<file path="config.mk">
export PLATFORM = sky130hd
export DESIGN_NAME = btn_press_classifier
export DESIGN_NICKNAME = d
export VERILOG_FILES = /design/src/rtl/btn_press_classifier_pkg.sv /design/src/rtl/btn_sync_debounce.sv /design/src/rtl/btn_press_classifier.sv
export SDC_FILE = /design/constraint.sdc
export NUM_CORES = 1
export LEC_CHECK = 0
export ABC_AREA = 1
export BUFFER_PORTS_ARGS = -buffer_cell sky130_fd_sc_hd__buf_2
export CORE_MARGIN = 5
export CORE_UTILIZATION = 30
export DETAILED_ROUTE_END_ITERATION = 16
export PLACE_DENSITY = 0.55
export SKIP_CTS_REPAIR_TIMING = 1
export SLEW_MARGIN = 30
export SYNTH_ARGS = -nofsm -noshare
export SYNTH_HDL_FRONTEND = slang
export SYNTH_SLANG_ARGS = --single-unit
</file>
<file path="constraint.sdc">
create_clock -name clk -period 2 [get_ports clk]
set_input_delay 0.4 -clock clk [delete_from_list [all_inputs] [get_ports clk]]
set_output_delay 0.4 -clock clk [all_outputs]
set_load 0.005 [all_outputs]
</file>
<file path="src/rtl/btn_press_classifier_pkg.sv">
// btn_press_classifier_pkg: shared helpers for the button classifier.
// Converts millisecond settings into clock ticks and counter widths.
package btn_press_classifier_pkg;

  function automatic int unsigned ms_to_ticks(
    input int unsigned freq,
    input int unsigned ms
  );
    return (freq / 1000) * ms;
  endfunction

  function automatic int cnt_width(input int unsigned n);
    int w;
    w = $clog2(n + 1);
    return (w < 1) ? 1 : w;
  endfunction

endpackage

</file>
<file path="src/rtl/btn_sync_debounce.sv">
// btn_sync_debounce: two-flop synchronizer, polarity normalization
// and stable-time debounce of a raw button input.
module btn_sync_debounce
  import btn_press_classifier_pkg::*;
#(
  parameter logic        BUTTON_INPUT_LEVEL = 1'b1,
  parameter int unsigned DB_TICKS           = 0
) (
  input  logic clk,
  input  logic resetn,
  input  logic usr_btn,
  output logic db_pressed,
  output logic raw_idle
);

  localparam int          W      = cnt_width(DB_TICKS);
  localparam logic [W-1:0] DB_MAX = W'(DB_TICKS);

  logic [1:0]   sync;
  logic [1:0]   primed;
  logic         raw_pressed;
  logic [W-1:0] cnt;

  always_ff @(posedge clk or negedge resetn) begin
    if (!resetn) begin
      sync   <= {2{~BUTTON_INPUT_LEVEL}};
      primed <= '0;
    end else begin
      sync   <= {sync[0], usr_btn};
      primed <= {primed[0], 1'b1};
    end
  end

  assign raw_pressed = (sync[1] == BUTTON_INPUT_LEVEL);
  // Released level is only trusted once real samples fill the synchronizer.
  assign raw_idle    = primed[1] & ~raw_pressed;

  always_ff @(posedge clk or negedge resetn) begin
    if (!resetn) begin
      db_pressed <= 1'b0;
      cnt        <= '0;
    end else if (raw_pressed == db_pressed) begin
      cnt <= '0;
    end else if (cnt == DB_MAX) begin
      db_pressed <= raw_pressed;
      cnt        <= '0;
    end else begin
      cnt <= cnt + 1'b1;
    end
  end

endmodule

</file>
<file path="src/rtl/btn_press_classifier.sv">
// btn_press_classifier: debounced press level plus click and
// long-press pulses for a single mechanical button.
module btn_press_classifier
  import btn_press_classifier_pkg::*;
#(
  parameter int unsigned CLK_FREQUENCY          = 100000000,
  parameter logic        BUTTON_INPUT_LEVEL     = 1'b1,
  parameter logic        CLICK_OUTPUT_LEVEL     = 1'b1,
  parameter int unsigned CLICK_DEBOUNCE_MS      = 10,
  parameter logic        PRESS_OUTPUT_LEVEL     = 1'b1,
  parameter int unsigned LONG_PRESS_DURATION_MS = 1000
) (
  input  logic clk,
  input  logic resetn,
  input  logic usr_btn,
  output logic click,
  output logic press,
  output logic long_press
);

  localparam int unsigned DB_TICKS =
    ms_to_ticks(CLK_FREQUENCY, CLICK_DEBOUNCE_MS);
  localparam int unsigned LP_TICKS =
    ms_to_ticks(CLK_FREQUENCY, LONG_PRESS_DURATION_MS);
  localparam int           HW     = cnt_width(LP_TICKS);
  localparam logic [HW-1:0] LP_MAX = HW'(LP_TICKS);
  localparam logic         LP_EN  = (LP_TICKS != 0);

  logic          db_pressed;
  logic          raw_idle;
  logic          state_d;
  logic          fired;
  logic          armed;
  logic          fire;
  logic          click_q;
  logic          lp_q;
  logic [HW-1:0] hcnt;
  logic [HW-1:0] hcnt_nxt;

  btn_sync_debounce #(
    .BUTTON_INPUT_LEVEL(BUTTON_INPUT_LEVEL),
    .DB_TICKS          (DB_TICKS)
  ) u_db (
    .clk       (clk),
    .resetn    (resetn),
    .usr_btn   (usr_btn),
    .db_pressed(db_pressed),
    .raw_idle  (raw_idle)
  );

  always_comb begin
    hcnt_nxt = '0;
    if (db_pressed) begin
      hcnt_nxt = (hcnt == LP_MAX) ? hcnt : hcnt + 1'b1;
    end
  end

  assign fire = LP_EN & armed & db_pressed & ~fired &
                (hcnt_nxt == LP_MAX);

  // armed stays low after reset until a genuine release is observed,
  // so a hold that spans reset never classifies.
  always_ff @(posedge clk or negedge resetn) begin
    if (!resetn) begin
      hcnt    <= '0;
      fired   <= 1'b0;
      armed   <= 1'b0;
      state_d <= 1'b0;
      click_q <= 1'b0;
      lp_q    <= 1'b0;
    end else begin
      hcnt    <= hcnt_nxt;
      fired   <= db_pressed & (fired | fire);
      armed   <= armed | (raw_idle & ~db_pressed);
      state_d <= db_pressed;
      click_q <= state_d & ~db_pressed & ~fired & armed;
      lp_q    <= fire;
    end
  end

  assign press      = db_pressed ? PRESS_OUTPUT_LEVEL : ~PRESS_OUTPUT_LEVEL;
  assign click      = click_q ? CLICK_OUTPUT_LEVEL : ~CLICK_OUTPUT_LEVEL;
  assign long_press = lp_q ? PRESS_OUTPUT_LEVEL : ~PRESS_OUTPUT_LEVEL;

endmodule

</file>
# --- Word level (Yosys, flattened, before mapping) ---
# Cells that the tools add are included.
totals:
  reg_bits: 57
  input_bits: 3
  out_inout_bits: 3
  word_cells: 39
op_classes:
  add_sub_neg: 2
  eq_ne: 4
  n_mux: 7
  n_bitwise: 15
  reduce_logical: 1
ops:
  columns: ["cell", "count"]
  rows:
  - ["$eq A27 B27 Y1 const B", 2]
  - ["$mux W27", 2]
  - ["$mux W20", 2]
  - ["$add A27 B1 Y27 const B", 1]
  - ["$add A20 B1 Y20 const B", 1]
  - ["$eq A20 B20 Y1 const B", 1]
  - ["$and A1 B1 Y1", 9]
  - ["$not A1 Y1", 4]
  - ["$mux W1", 3]
  - ["$or A1 B1 Y1", 2]
  - ["$reduce_and A2 Y1", 1]
  - ["$eq A1 B1 Y1", 1]

# --- Longest topological paths before layout ---
# Gate-level depths: netlist of run 1.
logic_depth:
  depth_word: 7
  ltp_mapped: 13
  depth_no_buf: 13

# --- Cells and area by module ---
# Synthesis of run 1 repeated with hierarchy kept, for this count alone.
unflattened:
  hier_cells: 511
  area_unflattened_um2: 3585.9
modules_own_cells:
  columns: ["module", "instances", "cells_each", "area_each_um2"]
  rows:
  - ["btn_press_classifier", 1, 345, 2238.4]
  - ["btn_sync_debounce", 1, 166, 1347.5]

# --- Worst setup path after synthesis of run 1 ---
# OpenSTA, ideal clock, no wires.
synth_path:
  path_kind: "register to register"
  startpoint: "register u_db.cnt[0]"
  endpoint: "register u_db.cnt[16]"
  setup_time_ns: 0.082
  arrival_time_ns: 1.613
  required_ns: 1.918
  setup_slack_ns: 0.305
  stages_incl_launch_ff: 14
  n_path_buf: 0
  cell_sequence: "dfrtp_1 ha_1 nand2_1 nor2_1 nand2_1 nor2_2 inv_2 nor4_2 nand3_1 nor2_1 nand2_1 nor2_1 nor2_1 nor3_2"
synth_via:
  elab_chain_cells: 3
  elab_cells_between_ends: 4
synth_lines:
  columns: ["element", "line", "rtl"]
  rows:
  - ["start: declaration", "btn_sync_debounce.sv:22", "logic [W-1:0] cnt;"]
  - ["start signal: assignment", "btn_sync_debounce.sv:48", "cnt <= cnt + 1'b1;"]
  - ["$add A20 B1 Y20 or $eq A20 B20 Y1 (tied branches)", "btn_sync_debounce.sv:48, btn_sync_debounce.sv:44", null]
  - ["$mux W20 (*)", "btn_sync_debounce.sv:44", "end else if (cnt == DB_MAX) begin"]
  - ["$mux W20 (*)", "btn_sync_debounce.sv:42", "end else if (raw_pressed == db_pressed) begin"]
# Mark *: on every way between the ends. The rest lies on a longest branch, timed or not.
# A chain may end at the register's enable or synchronous reset.

# --- Worst setup path in the final report of run 1 ---
layout_path:
  startpoint: "register hcnt[0]"
  endpoint: "register fired"
layout_via:
  elab_chain_cells: 7
  elab_cells_between_ends: 8
layout_lines:
  columns: ["element", "line", "rtl"]
  rows:
  - ["start: declaration", "btn_press_classifier.sv:37", "logic [HW-1:0] hcnt;"]
  - ["start signal: assignment", "btn_press_classifier.sv:72", "hcnt <= hcnt_nxt;"]
  - ["$add A27 B1 Y27 or $eq A27 B27 Y1 (tied branches)", "btn_press_classifier.sv:54", "hcnt_nxt = (hcnt == LP_MAX) ? hcnt : hcnt + 1'b1;"]
  - ["$mux W27 (*)", "btn_press_classifier.sv:54", null]
  - ["$mux W27 (*)", "btn_press_classifier.sv:53", "if (db_pressed) begin"]
  - ["$eq A27 B27 Y1 (*)", "btn_press_classifier.sv:59", "(hcnt_nxt == LP_MAX);"]
  - ["$and A1 B1 Y1 (*)", "btn_press_classifier.sv:58", "assign fire = LP_EN & armed & db_pressed & ~fired &"]
  - ["$or A1 B1 Y1 (*)", "btn_press_classifier.sv:73", "fired <= db_pressed & (fired | fire);"]
  - ["$and A1 B1 Y1 (*)", "btn_press_classifier.sv:73", null]
  - ["end signal: assignment", "btn_press_classifier.sv:73", null]
  - ["end: declaration", "btn_press_classifier.sv:32", "logic fired;"]
# Marked as above.

==> results list, run 1 <==
- Outcome: complete, no violations
- Routing usage on met1: 15.62%
- At the placement stage, the worst setup path has a slack of 0.03429 ns.
- Input and output buffers added on the ports amount to 5.
- Relative to the synthesized area, the layout overhead comes to 19.64%.
- Share of layout cells above drive strength 1: 19.40%
- Commonest non-fill, non-tap cell in the layout: sky130_fd_sc_hd__nand2_1
- Setup violations remaining at the end of the flow were counted as 0.
- Total Routed Length: 8011 microns
* Via count of the first global-routing pass: 2,871
- After detailed routing, the number of remaining DRC violations is 0.
- After detailed routing, the average wire length per cell comes to between 10 and 15 microns.
- DP Area: ~3600 sq um
- Along the worst path, the maximum fanout reaches 3.
- The initial antenna violation count is 0.
* Clk root buf: sky130_fd_sc_hd__clkbuf_8
- Count of cells along the worst register-to-register path: 13
* 1st-pass router iterations: 4
- For met3 alone, demand over resource in global routing was 3.526%.
* Cell-internal power: about 1800 uW
* Crit path DAT: 2.29 ns
- The die is 115.4 microns wide.
- STA classifies the critical path endpoint as a flip-flop.
- Reg-to-reg critical path endpoint: fired
- Share of flip-flops with an asynchronous set or reset: 100.0%
* Iter 0 DRT Violations: 135
- In the final design database the tool counted between 500 and 600 nets.
* F_max: between 500 and 600 MHz
* Met2 track demand over resource in global routing: 21.88%
- Most common flop cell mapped by yosys: sky130_fd_sc_hd__dfrtp_1
- Y dimension of the die: 115.4 microns
* Minimum setup slack among reg-to-reg paths: 0.003 ns
- During synthesis, Yosys emitted a total of 0 warnings.
* Latest clock arrival within the worst-skew pair: between 0.3 and 0.4 ns
- Counting flops with a built-in enable in the synthesized netlist gives 0.
* Worst IR drop on VDD: around 0.00032 V
- The region available for standard cell placement spans between 10,000 and 15,000 sq um.
- The die covers roughly 13,000 sq um.
- Sequential area share after synthesis: around 43%
- Of the total power, the share spent switching nets is 25.13%.
- After clock tree synthesis, the clock-pin slew on the worst setup and hold paths is approximately 0.080 ns.
- The number of nets handed over by synthesis was ~470.
- Number of sinks handled by clock tree synthesis: between 50 and 60
- Via total after detailed routing: 2,985
* Wire length of the first global-routing pass: 13,330 microns
* Antenna diodes: 0
* Type of the most critical hold path: in -> async
* Max Clock Skew: about 0.0086 ns
* Clock buffers created by TritonCTS: 9
- Net switching power: between 500 and 600 uW
- Combined global-route utilization of all metal layers: 13.00%
- For this design the ratio of total power to cell area is 591.0 nW/um^2.
- Detailed placement ended at an HPWL of 5900 microns.
- In the layout the commonest cells are 107 x sky130_fd_sc_hd__nand2_1, 74 x sky130_fd_sc_hd__nor2_1, 70 x sky130_fd_sc_hd__inv_1.
* Pleak: between 0.0015 and 0.002 uW
- The synthesized design contains 57 register bits.
- Register share of total power: about half
* Cell area after synthesis: roughly 3300 sq um
- Pin count of the biggest net entering global routing: 58
- Post-route cell area: 3986 sq um
* Starting Density: between 30% and 40%
- Synthesis produced a netlist whose cell count is between 400 and 500.
- # IOs: 6
* Kind of critical path: reg -> reg
- Relative contribution of the clock network to total power: 47.9%
- Once detail routing completed, the nets flagged for antenna violations numbered 0.
- Max-cap violations in this run came to 0.
* Syn Area/Cell: a little over 7 sq um
- Time the final worst path needs with I/O delays and setup: ~2.0 ns
- Remaining Overflow, GRT: 0
* Final RePlAce weighted congestion: 0.8559
* Launch instance of the worst register-to-register path: hcnt[0]
- After layout, the worst setup slack is 0.003184 ns.
- Final count of pins violating max slew: 0
- Setup repair after global routing could not meet its margin everywhere.
- CTS Buffer Depth: 2
- In the finished design, the share of the clock period the worst path needs comes to ~100%.
* Required time of the critical path: 2.29 ns
* Portion of total power attributed to combinational logic: 2.6%
- Htree depth: 3
* Hold Vio Cnt, Final: 0
- TritonCTS built the clock tree.
- Num rows: 38
- Count of different cell masters after synthesis: 35
- Dividing the detail-routed via count by the number of cells gives 4.664.
- Startpoint type of the worst setup path: flip-flop
* Most Used Layer, Global Route: met2
==> metrics by stage <==
stage               std cells  power, uW  hold WS, ns  setup TNS, ns  util [%]
CTS                       632       2393      0.03343              0     35.04
finish                    640       2356      0.01703              0     36.77
floorplan                 465       1207       0.1044              0         -
global placement          616       1245       0.3352              0     33.18
global route              640       2454      0.04492        -0.2585     36.77
detailed placement        616       1247       0.3418              0     33.18
==> worst max path at each step <==
stage                            from  slack (ns)  cells past startpoint           end
after floorplan           u_db.cnt[0]        0.31                     13  u_db.cnt[16]
after global placement        hcnt[0]        0.08                     11         fired
after detailed placement      hcnt[1]        0.03                     11         fired
after CTS                     hcnt[0]        0.01                     11         fired
after global routing          hcnt[0]       -0.13                     13         fired
final                         hcnt[0]       0.003                     13         fired
==> power by group through the flow <==
stage	Sequential, uW	Clock (uW)	Combinational [uW]
after floorplan	1190	0	17.9
after global placement	1190	0	55.3
after detailed placement	1190	0	56.6
after CTS	1170	1170	56.5
after global routing	1170	1210	72.0
final	1170	1130	60.5
==> synthesized netlist by cell type (3+ instances only) <==
library cell | n | share of area, %
sky130_fd_sc_hd__nand2_1 | 108 | 12
sky130_fd_sc_hd__nand2_2 | 6 | 1.1
sky130_fd_sc_hd__xor2_1 | 3 | 0.79
sky130_fd_sc_hd__o21ai_0 | 11 | 1.7
sky130_fd_sc_hd__o21bai_1 | 3 | 0.68
sky130_fd_sc_hd__a31oi_1 | 3 | 0.56
sky130_fd_sc_hd__nor2_1 | 79 | 8.9
sky130_fd_sc_hd__ha_1 | 4 | 1.5
sky130_fd_sc_hd__a21oi_1 | 7 | 1.1
sky130_fd_sc_hd__nor2_4 | 4 | 1.4
sky130_fd_sc_hd__nand3_1 | 39 | 5.9
sky130_fd_sc_hd__nand3_2 | 4 | 1.2
sky130_fd_sc_hd__inv_1 | 71 | 8.0
sky130_fd_sc_hd__nand4_1 | 11 | 2.1
sky130_fd_sc_hd__dfrtp_1 | 57 | 43
sky130_fd_sc_hd__inv_2 | 7 | 0.79
sky130_fd_sc_hd__o21ai_1 | 3 | 0.45
sky130_fd_sc_hd__nor2_2 | 11 | 2.1
sky130_fd_sc_hd__nor3_1 | 12 | 1.8
==> metal layers <==
| metal | vias to the layer above | part of all wire, % | routed length (microns) |
|---|---|---|---|
| met1 | 1404 | 45 | 3568 |
| met5 | - | 0 | 0 |
| li1 | 1516 | - | - |
| met4 | 0 | 1.9 | 151 |
| met2 | 51 | 49 | 3936 |
| met3 | 14 | 4.4 | 355 |
==> critical path, stage by stage, from the launching register on <==
cell	delay (ns)
sky130_fd_sc_hd__dfrtp_1	0.43
sky130_fd_sc_hd__buf_4	0.16
sky130_fd_sc_hd__inv_2	0.08
sky130_fd_sc_hd__ha_1	0.17
sky130_fd_sc_hd__nand2_1	0.05
sky130_fd_sc_hd__nor2_1	0.10
sky130_fd_sc_hd__nand2_1	0.10
sky130_fd_sc_hd__nor2_4	0.15
sky130_fd_sc_hd__nand3_1	0.11
sky130_fd_sc_hd__nand3_2	0.10
sky130_fd_sc_hd__nand3_1	0.08
sky130_fd_sc_hd__nor3_2	0.12
sky130_fd_sc_hd__nand4_1	0.13
sky130_fd_sc_hd__a21oi_1	0.15
==> layout make-up <==
type	count	area, sq um
timing repair buffer	23	172.7
sequential	57	1433
tap	140	175.2
inverter	80	300.3
clock buffer	9	123.9
fill	1150	6854
multi-input combinational	324	1704
clock inverter	7	77.57
==> cell families (layout without fill, tap and decap cells) <==
kind of cell | after synthesis | in the layout | synth area share [%]
AND/OR/NAND/NOR | 286 | 286 | 40.03
buffers and inverters | 84 | 119 | 9.689
flip-flops | 57 | 57 | 42.81
AO/OA/AOI/OAI | 30 | 30 | 5.069
adder cells (fa/ha/maj) | 4 | 4 | 1.502
XOR/XNOR | 3 | 3 | 0.7887
other | 1 | 1 | 0.1125
==> flip-flops by register name, summed over array words and instances, names as in the netlist <==
signal,count
u_db.db_pressed,1
u_db.sync,2
armed,1
u_db.cnt,20
hcnt,27
lp_q,1
state_d,1
u_db.primed,2
fired,1
click_q,1
Power figures use the tool's default switching activity.
==> inputs of run 2 (changes only) <==
==> constraint.sdc (replaced) <==
create_clock -name clk -period 2 [get_ports clk]
set_input_delay 0.3 -clock clk [delete_from_list [all_inputs] [get_ports clk]]
set_output_delay 0.3 -clock clk [all_outputs]
set_load 0.005 [all_outputs]
==> run 2 against run 1 <==
- via count unchanged
- sequential power about the same
- hold slack better by 0.029 ns
- combinational power up 3%
- power up 0.15%
- clock-buffer cell count unchanged
- clock power about the same
- flip-flop and latch count unchanged
- maximum frequency about the same
- cell count up 0.16%
- critical path type unchanged
==> results list, run 2 (synthesized netlist as in run 1, its figures left out) <==
- Outcome: complete, no violations
* Number of instances in the placed design: 616 (unchanged)
- Routed vias/inst: 4.657 (-0.16%)
- Y dimension of the die: 115.4 microns (unchanged)
* DRC: 0 (unchanged)
- Net switching power: 594.1 uW (+0.36%)
- Compared with the post-synthesis result, the final layout area differs by 19.94%.
- Iter 0 DRT Violations: 174 (+29%)
* Met2 track demand over resource in global routing: 21.88% (unchanged)
* Largest fanout on the critical path: 3 (unchanged)
* Type of destination of the critical path: flip-flop
* Pin count of the biggest net entering global routing: 58 (unchanged)
* Met3 Usage GRT: 3.526% (unchanged)
- Final setup margin: 0.004431 ns (+0.001247 ns)
- Overall die area: 13,310 sq um (unchanged)
- The post-detailed-route count of antenna-violating nets was 0 (unchanged).
* Starting Density: 30.74% (unchanged)
- Register share of total power: 49.4% (about the same)
* Time the final worst path needs with I/O delays and setup: 1.996 ns (-0.001247 ns)
- Startpoint type of the worst setup path: flip-flop
- Minimum setup slack among reg-to-reg paths: 0.004 ns (about the same)
- The number of nets in the finished design was 503 (+0.20%).
- 1st-pass router iterations: 4 (unchanged)
- Portion of total power attributed to combinational logic: 2.6% (about the same)
* Clk root buf: sky130_fd_sc_hd__clkbuf_8
- The final setup violation count was 0 (unchanged).
- Remaining Overflow, GRT: 0 (unchanged)
* Power Density: 590.4 nW/um^2 (-0.11%)
- The library cell used most frequently in the layout, excluding fill and tap cells, is sky130_fd_sc_hd__nand2_1.
- The achievable clock frequency was 501.1 MHz (about the same).
- In this run the most critical hold path is launched from usr_btn.
* Latest clock arrival within the worst-skew pair: 0.36 ns (about the same)
- Final sum of negative setup slack: 0 ns (unchanged)
* Number of fill cells in the layout: 1,149 (-0.087%)
- The top cell types in the final layout, fill and taps aside, are 107 x sky130_fd_sc_hd__nand2_1, 74 x sky130_fd_sc_hd__nor2_1, 70 x sky130_fd_sc_hd__inv_1.
- The clock network fraction of total power was 47.9% (about the same).
* Final count of pins violating max slew: 0 (unchanged)
- Final worst-path cycle share: 99.78% (about the same)
- The placer congestion estimate is 0.8559 (unchanged).
- The required time of the worst setup path is 2.29 ns (about the same).
- The total internal power is 1765 uW (about the same).
* Most flops, register: hcnt
- The sequential cell area in the final layout was 1433 sq um (unchanged).
- The switching share of total power is 25.18% (+0.053 points).
- The number of buffer cells added on primary ports is 5 (unchanged).
- Worst hold slack: 0.04569 ns (+0.02866 ns)
- The non-filler instance count after layout is 641 (+0.16%).
- The depth of the most critical reg-to-reg path is 13 (unchanged).
* Worst Setup SP: hcnt[0]
- Total core area: 10,840 sq um (unchanged)
* Via total after detailed routing: 2,985 (unchanged)
* Pre-CTS setup slack: 0.03429 ns (unchanged)
- MaxCap Viol Count: 0 (unchanged)
- Routing usage on met1: 15.62% (unchanged)
- # IOs: 6 (unchanged)
- The global-route wire length before repair is 13,330 microns (unchanged).
* Launch instance of the worst register-to-register path: hcnt[0]
* Reg-to-reg critical path endpoint: fired
- Most Used Layer, Global Route: met2
- Die extent in x: 115.4 microns (unchanged)
- Setup repair after global routing could not meet its margin everywhere.
- Via count of the first global-routing pass: 2,871 (unchanged)
- The detailed-route wire length per cell came to 12.56 microns (+0.31%).
- Pleak: 0.001847 uW (+0.23%)
- Worst IR drop on VDD: 0.0003245 V (about the same)
* Max Clock Skew: 0.008612 ns (-0.00001618 ns)
* Share of layout cells above drive strength 1: 19.36% (-0.039 points)
- The number of diodes added for antenna fixing came to 0 (unchanged).
- Clock buffers created by TritonCTS: 9 (unchanged)
- The area used by multi-input combinational logic was 1704 sq um (unchanged).
- The detailed-route wire length came to 8048 microns (+0.46%).
- The cell row count came to 38 (unchanged).
- TritonCTS built the clock tree.
- Number of antenna violations at the first check in global routing: 0 (unchanged)
- CTS Buffer Depth: 2 (unchanged)
- Type of the most critical hold path: in -> reg
- The final hold violation count was 0 (unchanged).
- The H-tree depth came to 3 (unchanged).
* Largest registers: hcnt (27), u_db.cnt (20)
* Crit path DAT: 2.29 ns (about the same)
- The overall track demand over capacity in global routing came to 13.00% (unchanged).
* Kind of critical path: reg -> reg
* Clock slew at the register clock pins of the worst setup and hold paths: 0.08 ns (about the same)
- Worst setup endpoint: fired
- Post-DP HPWL: 5900 microns (unchanged)
* Largest register FFs: 27 (unchanged)
- The clock sink total is 57 (unchanged).
## run 2: cell types whose count changed in the layout (fill, tap and decap cells not counted), sizes merged
cell | previous run | this run
dlygate4sd3 | 0 | 1
## run 2: cell type report
type	instances	share of cell area, %
Clock buffer	9	3.100
Clock inverter	7	1.941
Inverter	80	7.514
Multi-Input combinational cell	324	42.64
Sequential cell	57	35.85
Tap cell	140	4.383
Timing Repair Buffer	24	4.571
## run 2: worst min path at each step
| stage | endpoint | slack (ns) | cells past startpoint |
|---|---|---|---|
| 3_3_place_gp | hcnt[7] | 0.33 | 2 |
| 6_report | u_db.sync[0] | 0.05 | 1 |
| 3_5_place_dp | hcnt[10] | 0.33 | 2 |
| 4_1_cts | hcnt[16] | -0.07 | 2 |
| 2_1_floorplan | armed | 0.004 | 0 |
| 5_1_grt | u_db.sync[0] | 0.03 | 1 |
## run 2: critical path, cell delays in order, from the launching register on
cell	delay [ns]
sky130_fd_sc_hd__dfrtp_1	0.43
sky130_fd_sc_hd__buf_4	0.16
sky130_fd_sc_hd__inv_2	0.08
sky130_fd_sc_hd__ha_1	0.17
sky130_fd_sc_hd__nand2_1	0.05
sky130_fd_sc_hd__nor2_1	0.10
sky130_fd_sc_hd__nand2_1	0.10
sky130_fd_sc_hd__nor2_4	0.15
sky130_fd_sc_hd__nand3_1	0.11
sky130_fd_sc_hd__nand3_2	0.10
sky130_fd_sc_hd__nand3_1	0.08
sky130_fd_sc_hd__nor3_2	0.12
sky130_fd_sc_hd__nand4_1	0.13
sky130_fd_sc_hd__a21oi_1	0.15
## run 2: metrics by stage
stage | total power (uW) | area [sq um] | utilization (%)
after floorplan | 1207 | 3332 | -
after global placement | 1245 | 3597 | 33.18
after detailed placement | 1247 | 3597 | 33.18
after CTS | 2393 | 3799 | 35.04
after global routing | 2455 | 3996 | 36.87
final | 2359 | 3996 | 36.87
## run 2: routing by layer
| layer | vias to the layer above | share of wire [%] |
|---|---|---|
| met4 | 0 | 1.9 |
| met3 | 14 | 3.7 |
| met1 | 1413 | 45 |
| met5 | - | 0 |
| li1 | 1515 | - |
| met2 | 43 | 49 |
## run 2: power by group through the flow
| stage | clock [uW] | combinational (uW) | sequential, uW |
|---|---|---|---|
| after floorplan | 0 | 17.9 | 1190 |
| after global placement | 0 | 55.3 | 1190 |
| after detailed placement | 0 | 56.6 | 1190 |
| after CTS | 1170 | 56.5 | 1170 |
| after global routing | 1210 | 73.7 | 1170 |
| final | 1130 | 62.1 | 1170 |
==> inputs of run 3 (changes only) <==
--- a/config.mk
+++ b/config.mk
@@ -11,8 +11,8 @@
 export CORE_UTILIZATION = 30
 export DETAILED_ROUTE_END_ITERATION = 16
 export PLACE_DENSITY = 0.55
+export REMOVE_ABC_BUFFERS = 1
 export SKIP_CTS_REPAIR_TIMING = 1
-export SLEW_MARGIN = 30
 export SYNTH_ARGS = -nofsm -noshare
 export SYNTH_HDL_FRONTEND = slang
 export SYNTH_SLANG_ARGS = --single-unit
==> run 3 against run 2 <==
- die area stayed put
- clock-buffer cell count unchanged
- core utilization grew 0.88 points
- global-route usage decreased by 0.37 points
- largest cell class unchanged
- highest routed layer unchanged
==> results list, run 3 (synthesized netlist as in run 1, its figures left out) <==
- The run finished with clean final reports.
- Antenna Nets Post-Route: 0 (unchanged)
- Sequential standard cell area: 1434 sq um (about the same)
* Delay of the slowest cell on the worst path: 0.43 ns (about the same)
- Ranked by flip-flop count, first place goes to hcnt.
- The residual overflow from global routing came to 0 (unchanged).
- The number of slew-limit violations in the final report was 0 (unchanged).
- Area growth from synthesis to final layout: 22.79%
- Largest register FFs: 27 (unchanged)
- Clk root buf: sky130_fd_sc_hd__clkbuf_8
- The count of vias placed by the detailed router was 3,035 (+1.7%).
- The cell leakage power is 0.001868 uW (+1.1%).
* MaxCap Viol Count: 0 (unchanged)
* Time the final worst path needs with I/O delays and setup: 1.929 ns (-0.06668 ns)
- RSZ-0062 raised after global routing: true
* Via count of the first global-routing pass: 2,793 (-2.7%)
- The worst setup path is captured at a flip-flop.
- The post-place instance area is 3577 sq um (-0.56%).
- The worst voltage drop across the vdd grid came to 0.0003717 V (+15%).
- Iter 0 DRT Violations: 134 (-23%)
- The overall power is 2175 uW (-7.8%).
* Kind of critical path: reg -> reg
- Final RePlAce weighted congestion: 0.8803 (+2.9%)
- The total internal power was 1624 uW (-8.0%).
- The achievable clock frequency was 518.4 MHz (+3.5%).
- Combined global-route utilization of all metal layers: 12.63% (-0.37 points)
* Y dimension of the die: 115.4 microns (unchanged)
- Latest clock arrival within the worst-skew pair: 0.33 ns (-0.03 ns)
- Largest registers: hcnt (27), u_db.cnt (20)
- Clock buffers created by TritonCTS: 9 (unchanged)
- Sw Share: 25.34% (+0.16 points)
- The sequential group share of total power was 53.7% (+4.3 points).
* Worst-path cell with the longest stage delay: sky130_fd_sc_hd__dfrtp_1
- The setup skew after layout was 0.004721 ns (-0.003891 ns).
- The largest net degree at the start of global routing was 23 (-60%).
- The final setup violation count is 0 (unchanged).
- The worst path arrival time is 2.18 ns (-0.11 ns).
* Routed vias/inst: 4.648 (-0.19%)
- The clock network fraction of total power is 43.4% (-4.5 points).
- The maximum net fanout on the critical path is 3 (unchanged).
* Die extent in x: 115.4 microns (unchanged)
- The number of buffer cells added on primary ports came to 5 (unchanged).
- In this design, the largest share of critical-path delay is due to simple AND/OR/NAND/NOR gates.
- The cell row count is 38 (unchanged).
* Wire length of the first global-routing pass: 13,220 microns (-0.83%)
- Final sum of negative setup slack: 0 ns (unchanged)
- CTS Buffer Depth: 2 (unchanged)
- The H-tree depth was 3 (unchanged).
* Commonest cells after routing, fill and taps aside: 105 x sky130_fd_sc_hd__nand2_1, 69 x sky130_fd_sc_hd__inv_1, 66 x sky130_fd_sc_hd__nor2_1
* Number of sinks handled by clock tree synthesis: 57 (unchanged)
* Nets: 515 (+2.4%)
- Starting Density: 30.74% (unchanged)
* Post-layout utilization of the core: 37.74% (+0.88 points)
- Met2 track demand over resource in global routing: 21.18% (-0.69 points)
- The worst setup path is launched from a flip-flop.
* Power Density: 531.6 nW/um^2 (-10%)
* Overall die area: 13,310 sq um (unchanged)
- Net switching power: 551.3 uW (-7.2%)
- The number of buffers and inverters on the critical path is 1 (-1).
- Multi-input combinational cell area: 1750 sq um (+2.7%)
- The number of filler cells placed in the layout came to 1,133 (-1.4%).
- The detailed-route wire length is 8323 microns (+3.4%).
* Routing usage on met1: 16.06% (+0.43 points)
* 1st-pass router iterations: 4 (unchanged)
- The number of diodes added for antenna fixing came to 0 (unchanged).
* DRC: 0 (unchanged)
- The required time of the worst setup path was 2.25 ns (-0.04 ns).
- # IOs: 6 (unchanged)
* Post-route cell area: 4091 sq um (+2.4%)
* Cell occurring most often along the worst timing path: sky130_fd_sc_hd__nand3_2
* Hold Vio Cnt, Final: 0 (unchanged)
- The placeable core region is 10,840 sq um (unchanged).
- Traced cell by cell, the critical path runs through inv_2 -> ha_4 -> nand2_2 -> nor2_1 -> nand2_1 -> nor2_4 -> nand3_2 -> nand3_2 -> nand3_2 -> nor3_2 -> nand4_1 -> a21oi_1.
* Final worst-path cycle share: 96.44% (-3.3 points)
* Commonest non-fill, non-tap cell in the layout: sky130_fd_sc_hd__nand2_1
- The post-CTS clock slew at the launch and capture registers of the worst setup and hold paths came to 0.07 ns (about the same).
- The share of cells above drive strength 1 came to 24.37% (+5.0 points).
* Post-DP HPWL: 6049 microns (+2.5%)
- The global routing met3 resource utilization was 2.895% (-0.63 points).
- Number of antenna violations at the first check in global routing: 0 (unchanged)
- The fraction of power consumed by combinational cells was 2.9% (+0.3 points).
- The detailed-route wire length per cell came to 12.75 microns (+1.5%).
- TritonCTS built the clock tree.
- Most Used Layer, Global Route: met2
- Type of the most critical hold path: in -> reg
run 3: changes by cell type in the layout (fill, tap and decap cells not counted), moves of 2 or more:
cell | before | now
sky130_fd_sc_hd__nand2_2 | 6 | 8
sky130_fd_sc_hd__clkinvlp_4 | 1 | 5
sky130_fd_sc_hd__nor2_2 | 10 | 18
sky130_fd_sc_hd__nor2_1 | 74 | 66
sky130_fd_sc_hd__nand3_1 | 36 | 33
sky130_fd_sc_hd__o21ai_1 | 1 | 3
sky130_fd_sc_hd__ha_1 | 3 | 1
sky130_fd_sc_hd__inv_6 | 2 | 0
sky130_fd_sc_hd__o21ai_2 | 2 | 0
sky130_fd_sc_hd__nand3_2 | 4 | 8
sky130_fd_sc_hd__buf_4 | 17 | 30
sky130_fd_sc_hd__nand2_1 | 107 | 105
sky130_fd_sc_hd__clkinv_4 | 2 | 0
run 3: worst reg2reg max path: cells and delay by family (launching register included):
kind                       cells  cell delay [ns]
buffers and inverters          1             0.13
DFF                            1             0.43
adders and majority gates      1             0.15
and+or+nand+nor                9             0.99
AOI/OAI and AO/OA              1             0.16
run 3: power groups by stage:
stage	Combinational, uW	Sequential, uW	Clock [uW]
2_1_floorplan	17.9	1190	0
4_1_cts	55.5	1170	981
3_3_place_gp	54.5	1190	0
5_1_grt	73.6	1170	1030
3_5_place_dp	55.3	1190	0
6_report	63.2	1170	944
run 3: cell type report:
type	count	share of cell area (%)
multi-input combinational	324	42.78
tap	140	4.281
timing repair buffer	36	6.361
clock inverter	7	1.162
inverter	80	7.339
sequential	57	35.05
clock buffer	9	3.028
run 3: routing by layer:
metal	vias to the layer above	share of wire, %
li1	1549	-
met5	-	0
met4	0	1.5
met3	12	3.6
met2	55	50
met1	1419	45
run 3: through the flow:
step	std cells	hold WS, ns	setup slack (ns)
floorplan	461	0.004409	0.1974
global placement	615	0.2840	0.06100
detailed placement	615	0.2897	-0.008728
CTS	631	-0.08262	-0.02611
global route	653	0.05534	-0.03407
finish	653	0.07064	0.07112
run 3: worst paths after layout:
path | cells past startpoint | start | to | slack, ns
max | 12 | hcnt[0] | fired | 0.07
max reg2reg | 12 | hcnt[0] | fired | 0.07
min reg2reg | 0 | u_db.primed[0] | u_db.primed[1] | 0.35
max in group asynchronous | 3 | resetn | u_db.cnt[12] | 0.88
min in group asynchronous | 2 | resetn | hcnt[4] | 0.46
min | 1 | usr_btn | u_db.sync[0] | 0.07
